**src/rtl/gb_irq_ctrl_if.sv**
```systemverilog
// MMIO register port shared by the Game Boy peripheral blocks.
interface mem_if;
    logic [15:0] addr_select;
    logic        write_enable;
    logic [7:0]  write_value;
    logic [7:0]  read_out;

    modport master (
        output addr_select,
        output write_enable,
        output write_value,
        input  read_out
    );

    modport slave (
        input  addr_select,
        input  write_enable,
        input  write_value,
        output read_out
    );
endinterface

```
**src/rtl/gb_irq_ctrl.sv**
```systemverilog
// Game Boy interrupt controller: IF/IE registers, fixed-priority offer/ack to the CPU, wake line.
// Optional IRQ_EDGE_DETECT_EN: IF bits set on rising edges of the sources instead of levels.
module gb_irq_ctrl #(
    parameter logic [15:0] IF_ADDR    = 16'hFF0F,
    parameter logic [15:0] IE_ADDR    = 16'hFFFF,
    parameter logic [15:0] VEC_BASE   = 16'h0040,
    parameter int unsigned VEC_STRIDE = 8
) (
    input  logic        clk,
    input  logic        rst,
    mem_if.slave        req,
    input  logic        irq_vblank,
    input  logic        irq_stat,
    input  logic        irq_timer,
    input  logic        irq_serial,
    input  logic        irq_joypad,
    output logic        irq_req,
    output logic [15:0] irq_vector,
    input  logic        irq_ack,
    output logic        wake
);
    localparam int unsigned NSRC  = 5;
    localparam int unsigned CNT_W = 3;
    localparam int unsigned IDX_W = 3;

    typedef enum logic [1:0] {IDLE, OFFER, RELEASE} state_t;

    state_t             state, state_nxt;
    logic [NSRC-1:0]    if_q, if_nxt;
    logic [7:0]         ie_q;
    logic [CNT_W-1:0]   if_cnt, ie_cnt;
    logic [IDX_W-1:0]   idx_q, idx_nxt, win_idx;
    logic [15:0]        vec_nxt;
    logic               req_nxt;
    logic [NSRC-1:0]    src, set, pending, clr_mask;
    logic               if_hit, ie_hit, if_load, ie_load, ack_clr;

    assign src = {irq_joypad, irq_serial, irq_timer, irq_stat, irq_vblank};

`ifdef IRQ_EDGE_DETECT_EN
    // Sources are registered twice; a rising edge of the registered copy sets IF.
    logic [NSRC-1:0] src_q, src_qq;

    always_ff @(posedge clk) begin
        if (rst) begin
            src_q  <= '0;
            src_qq <= '0;
        end else begin
            src_q  <= src;
            src_qq <= src_q;
        end
    end

    assign set = src_q & ~src_qq;
`else
    assign set = src;
`endif

    assign if_hit  = req.write_enable && (req.addr_select == IF_ADDR);
    assign ie_hit  = req.write_enable && (req.addr_select == IE_ADDR);
    assign if_load = if_hit && (if_cnt == CNT_W'(1));
    assign ie_load = ie_hit && (ie_cnt == CNT_W'(1));

    assign pending = if_q & ie_q[NSRC-1:0];
    assign wake    = |pending;
    assign ack_clr = (state == OFFER) && irq_ack;
    assign clr_mask = NSRC'(1) << idx_q;

    always_comb begin
        case (req.addr_select)
            IF_ADDR: req.read_out = {3'b111, if_q};
            IE_ADDR: req.read_out = ie_q;
            default: req.read_out = 8'haa;
        endcase
    end

    // Lowest pending index wins.
    always_comb begin
        win_idx = '0;
        for (int i = NSRC - 1; i >= 0; i--) begin
            if (pending[i]) win_idx = IDX_W'(i);
        end
    end

    // Write, then ack clear, then hardware set: later terms override earlier ones.
    always_comb begin
        if_nxt = if_q;
        if (if_load) if_nxt = req.write_value[NSRC-1:0];
        if (ack_clr) if_nxt = if_nxt & ~clr_mask;
        if_nxt = if_nxt | set;
    end

    always_comb begin
        state_nxt = state;
        idx_nxt   = idx_q;
        vec_nxt   = irq_vector;
        req_nxt   = irq_req;
        case (state)
            IDLE: begin
                if (|pending) begin
                    idx_nxt   = win_idx;
                    vec_nxt   = VEC_BASE + 16'(32'(win_idx) * VEC_STRIDE);
                    req_nxt   = 1'b1;
                    state_nxt = OFFER;
                end
            end
            OFFER: begin
                if (irq_ack) begin
                    req_nxt   = 1'b0;
                    state_nxt = RELEASE;
                end else if ((pending & clr_mask) == '0) begin
                    req_nxt   = 1'b0;
                    state_nxt = IDLE;
                end
            end
            RELEASE: begin
                if (!irq_ack) state_nxt = IDLE;
            end
            default: begin
                req_nxt   = 1'b0;
                state_nxt = IDLE;
            end
        endcase
    end

    // Write-hold counters saturate so a long write_enable cannot reload.
    always_ff @(posedge clk) begin
        if (rst) begin
            if_cnt <= '0;
            ie_cnt <= '0;
        end else begin
            if_cnt <= !if_hit ? '0 : (if_cnt == '1) ? if_cnt : if_cnt + CNT_W'(1);
            ie_cnt <= !ie_hit ? '0 : (ie_cnt == '1) ? ie_cnt : ie_cnt + CNT_W'(1);
        end
    end

    always_ff @(posedge clk) begin
        if (rst) begin
            if_q       <= '0;
            ie_q       <= '0;
            state      <= IDLE;
            idx_q      <= '0;
            irq_req    <= 1'b0;
            irq_vector <= '0;
        end else begin
            if_q       <= if_nxt;
            if (ie_load) ie_q <= req.write_value;
            state      <= state_nxt;
            idx_q      <= idx_nxt;
            irq_req    <= req_nxt;
            irq_vector <= vec_nxt;
        end
    end
endmodule

```
**src/flat_wrapper.sv**
```systemverilog
// flat-port wrapper written by rule: the top's interface ports become plain ports
module gb_irq_ctrl_flat 
#(
    parameter logic [15:0] IF_ADDR    = 16'hFF0F,
    parameter logic [15:0] IE_ADDR    = 16'hFFFF,
    parameter logic [15:0] VEC_BASE   = 16'h0040,
    parameter int unsigned VEC_STRIDE = 8
)
  (clk, rst, irq_vblank, irq_stat, irq_timer, irq_serial, irq_joypad, irq_req, irq_vector, irq_ack, wake, req_addr_select, req_write_enable, req_write_value, req_read_out);
  mem_if req_i ();
  input  logic clk;
  input  logic rst;
  input  logic irq_vblank;
  input  logic irq_stat;
  input  logic irq_timer;
  input  logic irq_serial;
  input  logic irq_joypad;
  output logic irq_req;
  output logic [15:0] irq_vector;
  input  logic irq_ack;
  output logic wake;
  input wire logic [$bits(req_i.addr_select)-1:0] req_addr_select;
  input wire logic [$bits(req_i.write_enable)-1:0] req_write_enable;
  input wire logic [$bits(req_i.write_value)-1:0] req_write_value;
  output wire logic [$bits(req_i.read_out)-1:0] req_read_out;
  assign req_i.addr_select = req_addr_select;
  assign req_i.write_enable = req_write_enable;
  assign req_i.write_value = req_write_value;
  assign req_read_out = req_i.read_out;
  gb_irq_ctrl #(.IF_ADDR(IF_ADDR), .IE_ADDR(IE_ADDR), .VEC_BASE(VEC_BASE), .VEC_STRIDE(VEC_STRIDE)) u_core (.clk(clk), .rst(rst), .req(req_i), .irq_vblank(irq_vblank), .irq_stat(irq_stat), .irq_timer(irq_timer), .irq_serial(irq_serial), .irq_joypad(irq_joypad), .irq_req(irq_req), .irq_vector(irq_vector), .irq_ack(irq_ack), .wake(wake));
endmodule
```
**config.mk**
```make
export PLATFORM = sky130hd
export DESIGN_NAME = gb_irq_ctrl_flat
export DESIGN_NICKNAME = d
export VERILOG_FILES = /design/src/rtl/gb_irq_ctrl_if.sv /design/src/rtl/gb_irq_ctrl.sv /design/src/flat_wrapper.sv
export SDC_FILE = /design/constraint.sdc
export NUM_CORES = 1
export LEC_CHECK = 0
export ABC_AREA = 1
export BUFFER_PORTS_ARGS = -buffer_cell sky130_fd_sc_hd__buf_2
export CORE_MARGIN = 1.5
export CORE_UTILIZATION = 44
export DETAILED_ROUTE_END_ITERATION = 8
export GPL_ROUTABILITY_DRIVEN = 1
export PLACE_DENSITY = 0.75
export RECOVER_POWER = 25
export SYNTH_ARGS = -nofsm -noshare
export SYNTH_HDL_FRONTEND = slang
export SYNTH_SLANG_ARGS = --single-unit
```
**constraint.sdc**
```tcl
create_clock -name clk -period 1.3 [get_ports clk]
set_clock_uncertainty 0.1 [all_clocks]
set_input_delay 0.13 -clock clk [delete_from_list [all_inputs] [get_ports clk]]
set_output_delay 0.13 -clock clk [all_outputs]
set_load 0.05 [all_outputs]
```
# [Word-level counts from Yosys, hierarchy flattened]
# Index checks and enable logic that the tools add are counted.
# W data, S select, Z words.
[word_totals] register_bits=41 input_bits=33 out_inout_bits=26 word_cells=61
[classes] add_sub_neg=3 eq_ne=11 n_shift=1 muxes=17 bitwise=8 reduce_logical=13
[op_table] operator="$eq A16 B16 Y1 const B" n=2
[op_table] operator="$pmux W8 S2" n=1
[op_table] operator="$and A5 B5 Y5" n=3
[op_table] operator="$mux W3" n=5
[op_table] operator="$mux W5" n=2
[op_table] operator="$add A7 B6 Y8 const A" n=1
[op_table] operator="$mux W2" n=4
[op_table] operator="$add A3 B1 Y3 const B" n=2
[op_table] operator="$eq A3 B1 Y1 const B" n=2
[op_table] operator="$eq A3 B3 Y1 const B" n=2
[op_table] operator="$pmux W2 S3" n=1
[op_table] operator="$reduce_and A3 Y1" n=2
[op_table] operator="$logic_and A1 B1 Y1" n=5
[op_table] operator="$logic_not A5 Y1" n=1
[op_table] operator="$not A5 Y5" n=1
[op_table] operator="$or A5 B5 Y5" n=1
[op_table] operator="$reduce_or A5 Y1" n=1
[op_table] operator="$shl A1 B3 Y5 const A" n=1
[op_table] operator="$ne A2 B2 Y1 const B" n=2
[op_table] operator="$reduce_or A2 Y1" n=2
[op_table] operator="$mux W1" n=3
[op_table] operator="$ne A3 B3 Y1 const B" n=1
[op_table] operator="$not A1 Y1" n=3
[op_table] operator="$pmux W1 S3" n=1
[op_table] operator="4 further kinds" n=4

# [Logic depth before layout (Yosys ltp)]
[logic_depth] ltp_word=7 mapped_depth=9 ltp_nobuf=9

# [Worst setup path after synthesis]
# Ideal clock, no wire load.
[synth_path] kind="input to output" start="input port req_addr_select[1]" end="output port req_read_out[6]" arrival_time_ps=1781 required_ps=1070 setup_slack_ps=-711 stages=6 n_path_buf=0 cell_sequence="nand2_1 > nor2_2 > nand4_2 > nor2_4 > inv_1 > o21ai_0"
[synth_via] elab_chain_len=2
[synth_lines] item="from (decl)" line_no="flat_wrapper.sv:22" text="input wire logic [$bits(req_i.addr_select)-1:0] req_addr_select;"
[synth_lines] item="$eq A16 B16 Y1" line_no="gb_irq_ctrl.sv:70" text="case (req.addr_select)"
[synth_lines] item="$pmux W8 S2 *" line_no="gb_irq_ctrl.sv:70"
[synth_lines] item="to (decl)" line_no="flat_wrapper.sv:25" text="output wire logic [$bits(req_i.read_out)-1:0] req_read_out;"
# Every way passes the cells marked *; elsewhere a longest branch is shown, timed or not.

# [Worst setup path in the final report]
[layout_path] start="register u_core.ie_q[0]" end="output port wake"
[layout_via] elab_chain_len=2
[layout_lines] item="from (decl)" line_no="gb_irq_ctrl.sv:30" text="logic [7:0] ie_q;"
[layout_lines] item="from (signal assigned)" line_no="gb_irq_ctrl.sv:147" text="if (ie_load) ie_q <= req.write_value;"
[layout_lines] item="$and A5 B5 Y5" line_no="gb_irq_ctrl.sv:64" text="assign pending = if_q & ie_q[NSRC-1:0];"
[layout_lines] item="$reduce_or A5 Y1" line_no="gb_irq_ctrl.sv:65" text="assign wake = |pending;"
[layout_lines] item="to (decl)" line_no="flat_wrapper.sv:21" text="output logic wake;"
# No other way between the ends.

==> flow_summary.toml <==
[power_and_ir_drop]
p_per_area_mw_per_mm2 = 596
peakVddDrop_v = 0.000574
finalPower_mw = 1.52
leakagePower_nw = 1.26

[timing]
fin_ws_ns = -0.194
slew_viol_final = 0
finalHoldViolations = 0
max_freq_mhz = 670
period_minus_slack_ns = 1.49
rsz0062_at_grt = "true"
timing.setup.tns_ns = -0.930
setup_violations = 14
fin_crit_sh_pct = 115
holdWs_ns = 0.0382

[floorplanning]
dieWidth_um = 63.6
start_util_pct = 47.3
coreArea_sq_mm = 0.00342
fp.dieArea_sq_mm = 0.00404
die_h_um = 63.6
rows = 21
num_io_pins = 59

[placed_design]
pre_cts_ws_ns = -0.124
place.gp.congestion = 0.810
dp_hpwl_um = 2840
io_buffers = 46

[run_status]
status = "finished, violations left"
failed_checks = "setup timing"

[cells_and_area]
syn_to_final_growth_pct = 58.4
drive_gt1_share_pct = 47.4
layout_common_cells = "nand2_1, inv_1, buf_2, nor2_1, nand2_2"
post-route-util_pct = 74.8
antenna_cells = 0
final_nets = 365
final_common_cell = "nand2_1"

[critical_path]
cp.required_ns = 1.07
startpoint_type = "flop"
cp.arrival_ns = 1.26
critPathKind = "reg -> out"
cp-end-kind = "output port"
critPathMaxFanout = 3

[global_routing]
grt_pass1_vias = 1599
grt_util_all_layers_pct = 20.1
overflow = 0
grt_max_degree = 17
grt_pass1_wl_um = 6490
antenna_found_initial = 0

[yosys]
syn_inst = 247
yosys_warnings = 0
yosysTopAreaCellShare_pct = 32.2
syn_area_sq_mm = 0.00161
ys_top_cells_by_area = "dfxtp_1, nand2_1, inv_1"
yosysTopAreaCell = "dfxtp_1"
seq_area_frac_synth_pct = 32.2
synthDistinctLibCells = 25
synth_seq_cells = 26
synth.avg_cell_area_sq_um = 6.53

[clocking]
clkSinkCount = 26
cts-buffers-inserted = 3
root_buffer = "clkbuf_4"
clk_pin_slew_ns = 0.16
cts_buffer_depth = 2
htreeDepth = 1
clk-insertion-delay-late_ns = 0.34
cts_tree = "yes"

[routing]
via_count = 1851
wire_per_inst_um = 13.5
drc = 0
drt_wl_total_um = 5010
drt_iter0_markers = 102
vias_per_cell = 4.99
drtAntennaViolNets = 0
first_pass_iters = 4

[worst_hold_path]
hp-class = "in -> reg"

[run]
cap_violations = 0
report_power, final:
part	switching (mW)	internal, mW
Combinational	0.171	0.100
Sequential	0.00837	0.802
Clock	0.271	0.172
Total	0.450	1.07
critical path, cell delays in order (launching register included):
cell	delay (ns)
dfxtp_2	0.38
nand2_2	0.10
nand2_2	0.07
nor2_4	0.15
nand2_4	0.08
buf_8	0.15
metrics by stage:
step                      cell area [sq um]  instances
final                                  2560        371
after global routing                   2560        371
after CTS                              2290        367
after detailed placement               1980        346
after global placement                 1980        346
after floorplan                        1730        258
layer usage:
layer,vias up,wire length (um),track usage (%)
met1,832,1960,23.8
met4,0,217,8.42
met3,26,286,3.21
met5,-,0,0
li1,910,-,-
met2,83,2550,35.7
cell families after synthesis:
group                    synth area share [%]
AND/OR/NAND/NOR                          34.3
buffers and inverters                    18.6
flip-flops                               32.2
AO/OA/AOI/OAI                            7.67
adder cells (fa/ha/maj)                  4.65
XOR/XNOR                                 1.09
multiplexers                             1.24
other                                   0.232
registers in the layout, summed over array words and instances (netlist names):
name               count
u_core.irq_vector      2
u_core.idx_q           2
u_core.ie_q            8
u_core.if_q            5
u_core.if_cnt          3
u_core.irq_req         1
u_core.state           2
u_core.ie_cnt          3
worst paths after layout:
kind | start | end | slack [ns] | depth (start not counted)
hold / removal | rst | u_core.if_q[2]$_SDFF_PP0_ | 0.04 | 3
setup reg to reg | u_core.ie_q[0]$_SDFFE_PP0P_ | u_core.idx_q[1]$_SDFFE_PP0P_ | -0.15 | 7
hold reg to reg | u_core.irq_vector[6]$_SDFFE_PP0P_ | u_core.irq_vector[6]$_SDFFE_PP0P_ | 0.36 | 2
setup / recovery | u_core.ie_q[0]$_SDFFE_PP0P_ | wake | -0.19 | 5
area by class of cell:
type	count	area, sq um
Fill cell	255	860
Inverter	47	191
Clock buffer	4	36.3
Sequential cell	26	552
Multi-Input combinational cell	170	1100
Timing Repair Buffer	78	616
Tap cell	46	57.6
Yosys cell counts (all sizes together):
cell     n
o211ai   2
ha       6
o21ai    3
clkbuf   2
nor2    37
buf     14
nand3   17
nor3     4
a21oi   15
mux2i    2
nand4    8
conb     1
dfxtp   26
xor2     2
o22ai    3
nand2   58
inv     47
timing repair:
action	in CTS	in global routing
cloned	0	1
buffers inserted	3	3
pin swaps	10	18
hold buffers	14	0
setup endpoints to repair	15	29
gates resized for setup	44	65
hold endpoints to repair	14	0
Note: power is estimated with default switching activity, not from simulation.
